### config.mk
export PLATFORM = sky130hd
export DESIGN_NAME = jtdd2_adpcm_cache
export DESIGN_NICKNAME = d
export VERILOG_FILES = /design/src/rtl/jtdd2_snd_pkg.sv /design/src/rtl/jtdd2_adpcm_line.sv /design/src/rtl/jtdd2_adpcm_cache.sv
export SDC_FILE = /design/constraint.sdc
export NUM_CORES = 1
export LEC_CHECK = 0
export BUFFER_PORTS_ARGS = -buffer_cell sky130_fd_sc_hd__buf_2
export CAP_MARGIN = 10
export CELL_PAD_IN_SITES_DETAIL_PLACEMENT = 1
export CELL_PAD_IN_SITES_GLOBAL_PLACEMENT = 2
export CORE_ASPECT_RATIO = 1.2
export CORE_UTILIZATION = 38
export CTS_CLUSTER_SIZE = 8
export DETAILED_ROUTE_END_ITERATION = 16
export PLACE_DENSITY = 0.79
export SETUP_SLACK_MARGIN = 0.4
export SLEW_MARGIN = 15
export SYNTH_ARGS = -nofsm -noshare
export SYNTH_HDL_FRONTEND = slang
export SYNTH_SLANG_ARGS = --single-unit
### constraint.sdc
create_clock -name clk -period 2.15 [get_ports clk]
set_input_delay 0.1075 -clock clk [delete_from_list [all_inputs] [get_ports clk]]
set_output_delay 0.1075 -clock clk [all_outputs]
set_load 0.03 [all_outputs]
### src/rtl/jtdd2_snd_pkg.sv
// Shared types and constants for the JTDD2 sound subsystem.
// Used by the ADPCM ROM cache and its line storage.
package jtdd2_snd_pkg;

    typedef enum logic [1:0] {
        IDLE,
        REQ,
        WAIT
    } state_t;

    localparam int LINE_BYTES = 8;
    localparam int LINE_WORDS = 4;

    function automatic int tag_w(input int aw, input int lw);
        return aw - lw - 1;
    endfunction

endpackage

### src/rtl/jtdd2_adpcm_line.sv
// One ADPCM cache line: tag, valid bit, word array,
// write port and hit compare.
module jtdd2_adpcm_line
    import jtdd2_snd_pkg::*;
#(
    parameter int AW = 18,
    parameter int LW = 2,
    localparam int TW = tag_w(AW, LW)
) (
    input  logic          clk,
    input  logic          rst_n,
    input  logic          clr_i,
    input  logic          set_i,
    input  logic          we_i,
    input  logic [LW-1:0] wsel_i,
    input  logic [15:0]   wdata_i,
    input  logic [TW-1:0] wtag_i,
    input  logic [TW-1:0] tag_i,
    input  logic [LW-1:0] rsel_i,
    output logic          hit_o,
    output logic [15:0]   rdata_o
);
    localparam int NW = 1 << LW;

    logic          valid_q;
    logic [TW-1:0] tag_q;
    logic [15:0]   words_q [NW];

    // Valid goes low when picked as victim, high once filled.
    always_ff @(posedge clk or negedge rst_n) begin
        if (!rst_n) begin
            valid_q <= 1'b0;
            tag_q   <= '0;
        end else if (clr_i) begin
            valid_q <= 1'b0;
        end else if (set_i) begin
            valid_q <= 1'b1;
            tag_q   <= wtag_i;
        end
    end

    // Word storage, written one SDRAM word at a time.
    always_ff @(posedge clk or negedge rst_n) begin
        if (!rst_n) begin
            for (int i = 0; i < NW; i++) begin
                words_q[i] <= '0;
            end
        end else if (we_i) begin
            words_q[wsel_i] <= wdata_i;
        end
    end

    assign hit_o   = valid_q && (tag_q == tag_i);
    assign rdata_o = words_q[rsel_i];

endmodule

### src/rtl/jtdd2_adpcm_cache.sv
// Two-line read cache between the ADPCM ROM port
// and the shared SDRAM ROM slot.
module jtdd2_adpcm_cache
    import jtdd2_snd_pkg::*;
#(
    parameter int AW = 18,
    parameter int LW = 2
) (
    input  logic          clk,
    input  logic          rst_n,
    input  logic          cs,
    input  logic [AW-1:0] addr,
    output logic [7:0]    data,
    output logic          ok,
    output logic [AW-2:0] sdram_addr,
    output logic          sdram_req,
    input  logic          sdram_ack,
    input  logic          sdram_dok,
    input  logic [15:0]   sdram_data
);
    localparam int TW = tag_w(AW, LW);

    state_t        state_q, state_d;
    logic [LW-1:0] wc_q, wc_d;
    logic [TW-1:0] btag_q, btag_d;
    logic          vict_q, vict_d;
    logic          lru_q, lru_d;
    logic          okr_q, okr_d;
    logic [7:0]    data_q, data_d;
    logic [AW-1:0] addrl_q, addrl_d;

    logic [TW-1:0] tag;
    logic [1:0]    hit, clr, set, we;
    logic [15:0]   rdata [2];
    logic [15:0]   word;
    logic          wr;

    assign tag = addr[AW-1:LW+1];

    for (genvar i = 0; i < 2; i++) begin : g_line
        jtdd2_adpcm_line #(.AW(AW), .LW(LW)) u_line (
            .clk     (clk),
            .rst_n   (rst_n),
            .clr_i   (clr[i]),
            .set_i   (set[i]),
            .we_i    (we[i]),
            .wsel_i  (wc_q),
            .wdata_i (sdram_data),
            .wtag_i  (btag_q),
            .tag_i   (tag),
            .rsel_i  (addr[LW:1]),
            .hit_o   (hit[i]),
            .rdata_o (rdata[i])
        );
    end

    // Lookup, victim selection and line fill sequencing.
    always_comb begin
        state_d = state_q;
        wc_d    = wc_q;
        btag_d  = btag_q;
        vict_d  = vict_q;
        lru_d   = lru_q;
        okr_d   = okr_q;
        data_d  = data_q;
        addrl_d = addrl_q;
        clr     = '0;
        set     = '0;
        we      = '0;
        wr      = 1'b0;
        word    = hit[1] ? rdata[1] : rdata[0];
        unique case (state_q)
            IDLE: begin
                if (cs && |hit) begin
                    data_d  = addr[0] ? word[15:8]
                                      : word[7:0];
                    addrl_d = addr;
                    okr_d   = 1'b1;
                    lru_d   = hit[0];
                end else if (cs) begin
                    clr[lru_q] = 1'b1;
                    vict_d  = lru_q;
                    lru_d   = ~lru_q;
                    btag_d  = tag;
                    wc_d    = '0;
                    okr_d   = 1'b0;
                    state_d = REQ;
                end
            end
            REQ: begin
                if (sdram_ack) begin
                    state_d = WAIT;
                    wr      = sdram_dok;
                end
            end
            WAIT: wr = sdram_dok;
            default: state_d = IDLE;
        endcase
        // A word arriving in REQ (with ack) counts as if from WAIT.
        if (wr) begin
            we[vict_q] = 1'b1;
            if (wc_q == '1) begin
                set[vict_q] = 1'b1;
                state_d = IDLE;
            end else begin
                wc_d    = wc_q + 1'b1;
                state_d = REQ;
            end
        end
    end

    // State register; reset drops sdram_req at once.
    always_ff @(posedge clk or negedge rst_n) begin
        if (!rst_n) begin
            state_q <= IDLE;
            wc_q    <= '0;
            btag_q  <= '0;
            vict_q  <= 1'b0;
            lru_q   <= 1'b0;
            okr_q   <= 1'b0;
            data_q  <= '0;
            addrl_q <= '0;
        end else begin
            state_q <= state_d;
            wc_q    <= wc_d;
            btag_q  <= btag_d;
            vict_q  <= vict_d;
            lru_q   <= lru_d;
            okr_q   <= okr_d;
            data_q  <= data_d;
            addrl_q <= addrl_d;
        end
    end

    assign data       = data_q;
    assign ok         = okr_q && cs && (addr == addrl_q);
    assign sdram_req  = (state_q == REQ);
    assign sdram_addr = {btag_q, wc_q};

endmodule

* Word-level counts from Yosys, hierarchy flattened
Index checks and enable logic that the tools add are counted.
** Word-level totals
- Flip-flop bits (word level) :: 208
- Input port bits :: 39
- Output and inout port bits :: 27
- Word-level logic and storage cells :: 106
** Cells by class
- Add/subtract/negate cells :: 1
- $lt $le $gt $ge :: 7
- Eq/ne operators :: 10
- Muxes and demuxes :: 43
- Bitwise logic cells :: 6
- Reduce and logical (&&, ||, !) cells :: 19
** Operators with widths (number)
- 64-bit bitwise mux :: 2
- 16-bit 2-to-1 mux :: 6
- 16-bit binary-select mux with 2-bit select :: 2
- 16-bit demux with 2-bit select :: 1
- 15-bit equality test :: 2
- 2-bit 2-to-1 mux :: 15
- 18-bit equality test :: 1
- 1-bit 2-to-1 mux :: 12
- 1-bit logical AND :: 8
- 8-bit 2-to-1 mux :: 1
- 2-bit AND reduction :: 4
- 3-bit greater-or-equal comparator, second input constant :: 2
- 3-bit inequality test, second input constant :: 2
- 2-bit NOT with 3-bit output :: 2
- 2-bit case mux with 3 select lines :: 1
- 2-bit nonzero test :: 3
- 2-bit equality test, second input constant :: 2
- 1-bit by 2-bit less-than comparator with 1-bit output, second input constant :: 2
- 1-bit NOT :: 4
- 4-bit AND reduction :: 1
- 3-bit by 1-bit less-than comparator with 1-bit output, second input constant :: 1
- 3-bit by 1-bit inequality test with 1-bit output, second input constant :: 1
- 3-bit AND reduction :: 1
- 2-bit by 1-bit adder with 2-bit output, second input constant :: 1
- 7 further kinds :: 9

* Logic depth before layout (Yosys ltp)
- Depth in word-level cells :: 9
- Depth in mapped cells :: 9
- Depth with buffers taken out :: 7

* Cells and area by module
Synthesis repeated with hierarchy kept, for this count alone.
** Second synthesis, totals
- Cell total of the unflattened synthesis :: 593
- Area total of the unflattened synthesis :: 9455.3 um^2
** Modules (own cells, without submodules)
- jtdd2_adpcm_line :: instances 2, cells each 212, area each 3548.4 um^2, seq. area each 2001.9 um^2
- jtdd2_adpcm_cache :: instances 1, cells each 169, area each 2358.5 um^2, seq. area each 1201.2 um^2

* Worst setup path after synthesis
OpenSTA, ideal clock, no wires.
- Path kind :: register -> register
- Start :: register state_q[1]
- End :: register g_line[1].u_line.tag_q[1]
- Setup time :: 0.155 ns
- Arrival time :: 2.371 ns
- Required time :: 1.995 ns
- Path slack :: -0.376 ns
- Stages on the path, launching flop included :: 10
- Path buffers :: 2
- Clock period less this slack :: 2.526 ns
- Cell sequence :: dfrtp_1 -> inv_1 -> ha_1 -> a21oi_1 -> or2_2 -> nor3_1 -> clkbuf_1 -> clkbuf_1 -> o32a_1 -> o21ai_0
** On the way
- Longest elaborated chain between the ends :: 4
- Elaborated cells on any way between the ends :: 8
- Classes of those cells :: eq/ne: 2; mux: 3; bitwise: 1; reduce/logical: 2
** RTL lines
- start, declared :: line jtdd2_adpcm_cache.sv:23 : state_t state_q, state_d;
- start signal, assigned :: line jtdd2_adpcm_cache.sv:124 : state_q <= state_d;
- 2-bit by 1-bit equality test with 1-bit output
- named net sdram_req :: line jtdd2_adpcm_cache.sv:16 : output logic sdram_req,
- 1-bit case mux with 2 select lines :: line jtdd2_adpcm_cache.sv:72 : unique case (state_q)
- 2-bit 2-to-1 mux :: line jtdd2_adpcm_cache.sv:100 : if (wr) begin
- 2-bit AND reduction (no line)
- end signal, assigned :: line jtdd2_adpcm_line.sv:38 : tag_q <= wtag_i;
- end, declared :: line jtdd2_adpcm_line.sv:26 : logic [TW-1:0] tag_q;
The timed path passes the listed nets, and every way through them passes these cells.
A chain may end at the register's enable or synchronous reset.

* Worst setup path after layout
- Start :: register g_line[0].u_line.tag_q[7]
- End :: register data_q[4] (netlist: data[4])
** On the way
- Longest elaborated chain between the ends :: 5
** RTL lines
- start, declared :: line jtdd2_adpcm_line.sv:26
- start signal, assigned :: line jtdd2_adpcm_line.sv:38
- 15-bit equality test :: line jtdd2_adpcm_line.sv:53 : assign hit_o = valid_q && (tag_q == tag_i);
- 1-bit logical AND :: line jtdd2_adpcm_line.sv:53
- 2-bit OR reduction :: line jtdd2_adpcm_cache.sv:74 : if (cs && |hit) begin
- 1-bit logical AND :: line jtdd2_adpcm_cache.sv:74
- 2-bit AND reduction (no line)
- end signal, assigned :: line jtdd2_adpcm_cache.sv:130 : data_q <= data_d;
- end, declared :: line jtdd2_adpcm_cache.sv:29 : logic [7:0] data_q, data_d;
No other way between the ends.

==> out/results.ini <==
[synthesis]
synthMuxAreaShare_pct=26.2
synth_fa_ha_area_share_pct=0.852
ys_seq_area_share_pct=50.6
synth-compound-area-share_pct=5.27
yosysTopAreaCellShare_pct=50.6
synth_cell_types=34
syn_nets=878
synth_xor_area_share_pct=4.09
netlist.top_cell.by_area=dfrtp_1
syn_inst=832
synth_area_mm2=0.0103
synthSimpleGateAreaFrac_pct=9.80
ys_ff_latch=208
synth.area.top_cells=dfrtp_1, mux2_2, mux4_2
synth_top_family_by_area=multiplexers
ys_warn_count=0
synth_area_per_cell_um2=12.4

[setup_path]
crit_buf_inv=4
end_kind=flip-flop
reg2reg_slack_ps=-130
critical_path_required_ps=2560
arrival_ps=2690
r2r_start=g_line[0].u_line.tag_q[7]
critPathSlowestCell=nor4_4
cpLargestDelayFamily=simple AND/OR/NAND/NOR gates
path_max_fanout=4
path_class=reg -> reg
reg2reg_depth=9
worstReg2RegEnd=data[4]
crit_chain=xnor2_1, nand4_1, nor4_4, buf_4, buf_6, buf_12, o21ai_4, buf_6, mux2_4
cp_common_cell=buf_6
start_kind=flip-flop
cpPeakStageDelay_ps=430

[timing]
setup_viol=61
worstMarginPinSlew_ps=535
fin_ws_ps=-128
fmax_mhz=439
tns_ps=-4390
fin_hold_ws_ps=9.13
slew_headroom_pct=64.3
rsz0062_at_grt=yes
clock_skew_ps=29.4
finalCritPeriodShare_pct=106
period_minus_slack_ps=2280
hold_viol=0
drv_slew=0

[final_layout]
synthToLayoutAreaGrowth_pct=43.8
drive_above_1_share_pct=51.7
final_common_cell=dfrtp_1
diodes=0
mostFrequentLayoutCells=dfrtp_1, mux2_4, buf_2
final_util_pct=56.0
fin_nets=1085

[route]
wl_met2_um=21100
routed.top_layer=met4
drt-met1-wl_um=14700
drc=8
detail_route.first_pass.iterations=11
drt_iter0_markers=569
vias=8206
viasPerCell=5.97
wl_met3_um=1830
ant_nets=0
post_drt_wl_per_cell_um=29.0
drt-total-wl_um=39900

[floorplan]
die-height_um=182
chipWidth_um=152
start_util_pct=38.9
die-area_mm2=0.0277
rows=65
coreArea_mm2=0.0264
pin_count=66

[place]
gp_congestion=0.769
numPortBuffers=65
pre_cts_ws_ps=-89.5
dp_hpwl_um=18800

[cts]
clock_sink_count=208
root_buffer=clkbuf_16
clkTransAtPathRegs_ps=60
cts_max_level=1
clock_latency_ps=550
cts_max_path_buffers=3
cts_tree=built
cts_buffers=29

[run]
drv_cap=0

[pwr]
total_power_mw=16.0
worst_ir_drop_vdd_v=0.000704
p_leak_nw=6.99
p_per_area_mw_per_mm2=1080

[worst_hold_path]
min_path_cells=2
hold_path_class=in -> reg
holdCritStartpoint=addr[15]
holdPathEnd=btag_q[12]

[global_route]
first_global_vias=9052
grt-ovfl-total=0
grt_pass1_wl_um=58500
grt_max_degree=62
grtUsageTotal_pct=28.3
antenna_found_initial=0

[status]
violations=design-rule violations, negative setup slack
outcome=finished with violations

==> power breakdown <==
group	total [mW]	internal, mW	leakage, nW	switching [mW]
Sequential	6.28	5.14	2.70	1.14
Combinational	5.69	3.03	3.92	2.66
Clock	4.04	2.35	0.363	1.68
==> through the flow <==
step                std cells  cell area [um2]
detailed placement       1225            11600
CTS                      1349            14200
global placement         1225            11600
floorplan                 832            10700
global route             1374            14800
finish                   1374            14800
==> cells in the mapped netlist, drive strengths merged <==
master   count
o211ai      15
buf         17
o32a        15
and2         4
a41oi        1
nand3       38
nor3         4
xnor2       35
o2111ai      1
a221oi       1
o21bai       1
nand4        9
ha           7
mux4        32
a211oi      17
nand2       84
mux2       153
dfrtp      208
mux2i       25
and3        46
nor2         7
or4          2
o21ai       17
o22ai        1
or2          1
nor4         8
inv         25
a21oi        3
xor2        13
clkbuf      41
o31ai        1
==> state kept, by name, indices dropped and copies added (netlist names) <==
register	count
lru_q	1
g_line.u_line.tag_q	30
vict_q	1
okr_q	1
g_line.u_line.valid_q	2
addrl_q	18
btag_q	15
wc_q	2
g_line.u_line.words_q	128
data	8
state_q	2
==> final cells by class <==
class	instances	area, um2
tap	335	419
timing repair buffer	233	2520
sequential	208	5210
inverter	25	93.8
fill	2556	11600
clock buffer	30	729
multi-input combinational	542	5810
clock inverter	1	8.76
==> routing by layer <==
layer	GRT usage, %	up-vias
met5	0	-
met4	14.3	0
met2	51.4	316
met3	3.94	127
li1	-	3430
met1	32.7	4333
==> kinds of logic (layout without fill, tap and decap cells) <==
group           count (synthesis)  in the layout
mux                           210            210
flops                         208            208
compound gates                 73             74
fa+ha+maj                       7              7
xor+xnor                       48             48
buf+inv                        83            289
simple gates                  203            203
==> worst reg2reg max path: stages (launching register included) <==
cell     delay (ps)
dfrtp_1         400
xnor2_1         170
nand4_1         240
nor4_4          430
buf_4           190
buf_6           100
buf_12           90
o21ai_4          70
buf_6           150
mux2_4          300
==> timing repair <==
action / CTS / global route
hold buffers: 29 / 0
gates cloned: 21 / 2
pin swaps: 91 / 48
gates resized for setup: 195 / 73
endpoints found under the hold margin: 357 / 0
endpoints found under the setup margin: 208 / 209
buffers inserted: 43 / 23
==> worst max-delay path by stage <==
stage                                    startpoint                        end  slack (ps)  depth (start not counted)
after CTS                                addrl_q[2]                         ok          20                          6
final                     g_line[0].u_line.tag_q[7]                    data[4]        -130                          9
after detailed placement  g_line[1].u_line.tag_q[2]                    data[2]         -90                          6
after global routing      g_line[0].u_line.tag_q[7]                    data[5]        -170                          9
after floorplan                          state_q[0]  g_line[1].u_line.tag_q[1]         200                          9
after global placement    g_line[1].u_line.tag_q[2]                    data[7]         -90                          6
Power figures use the tool's default switching activity.
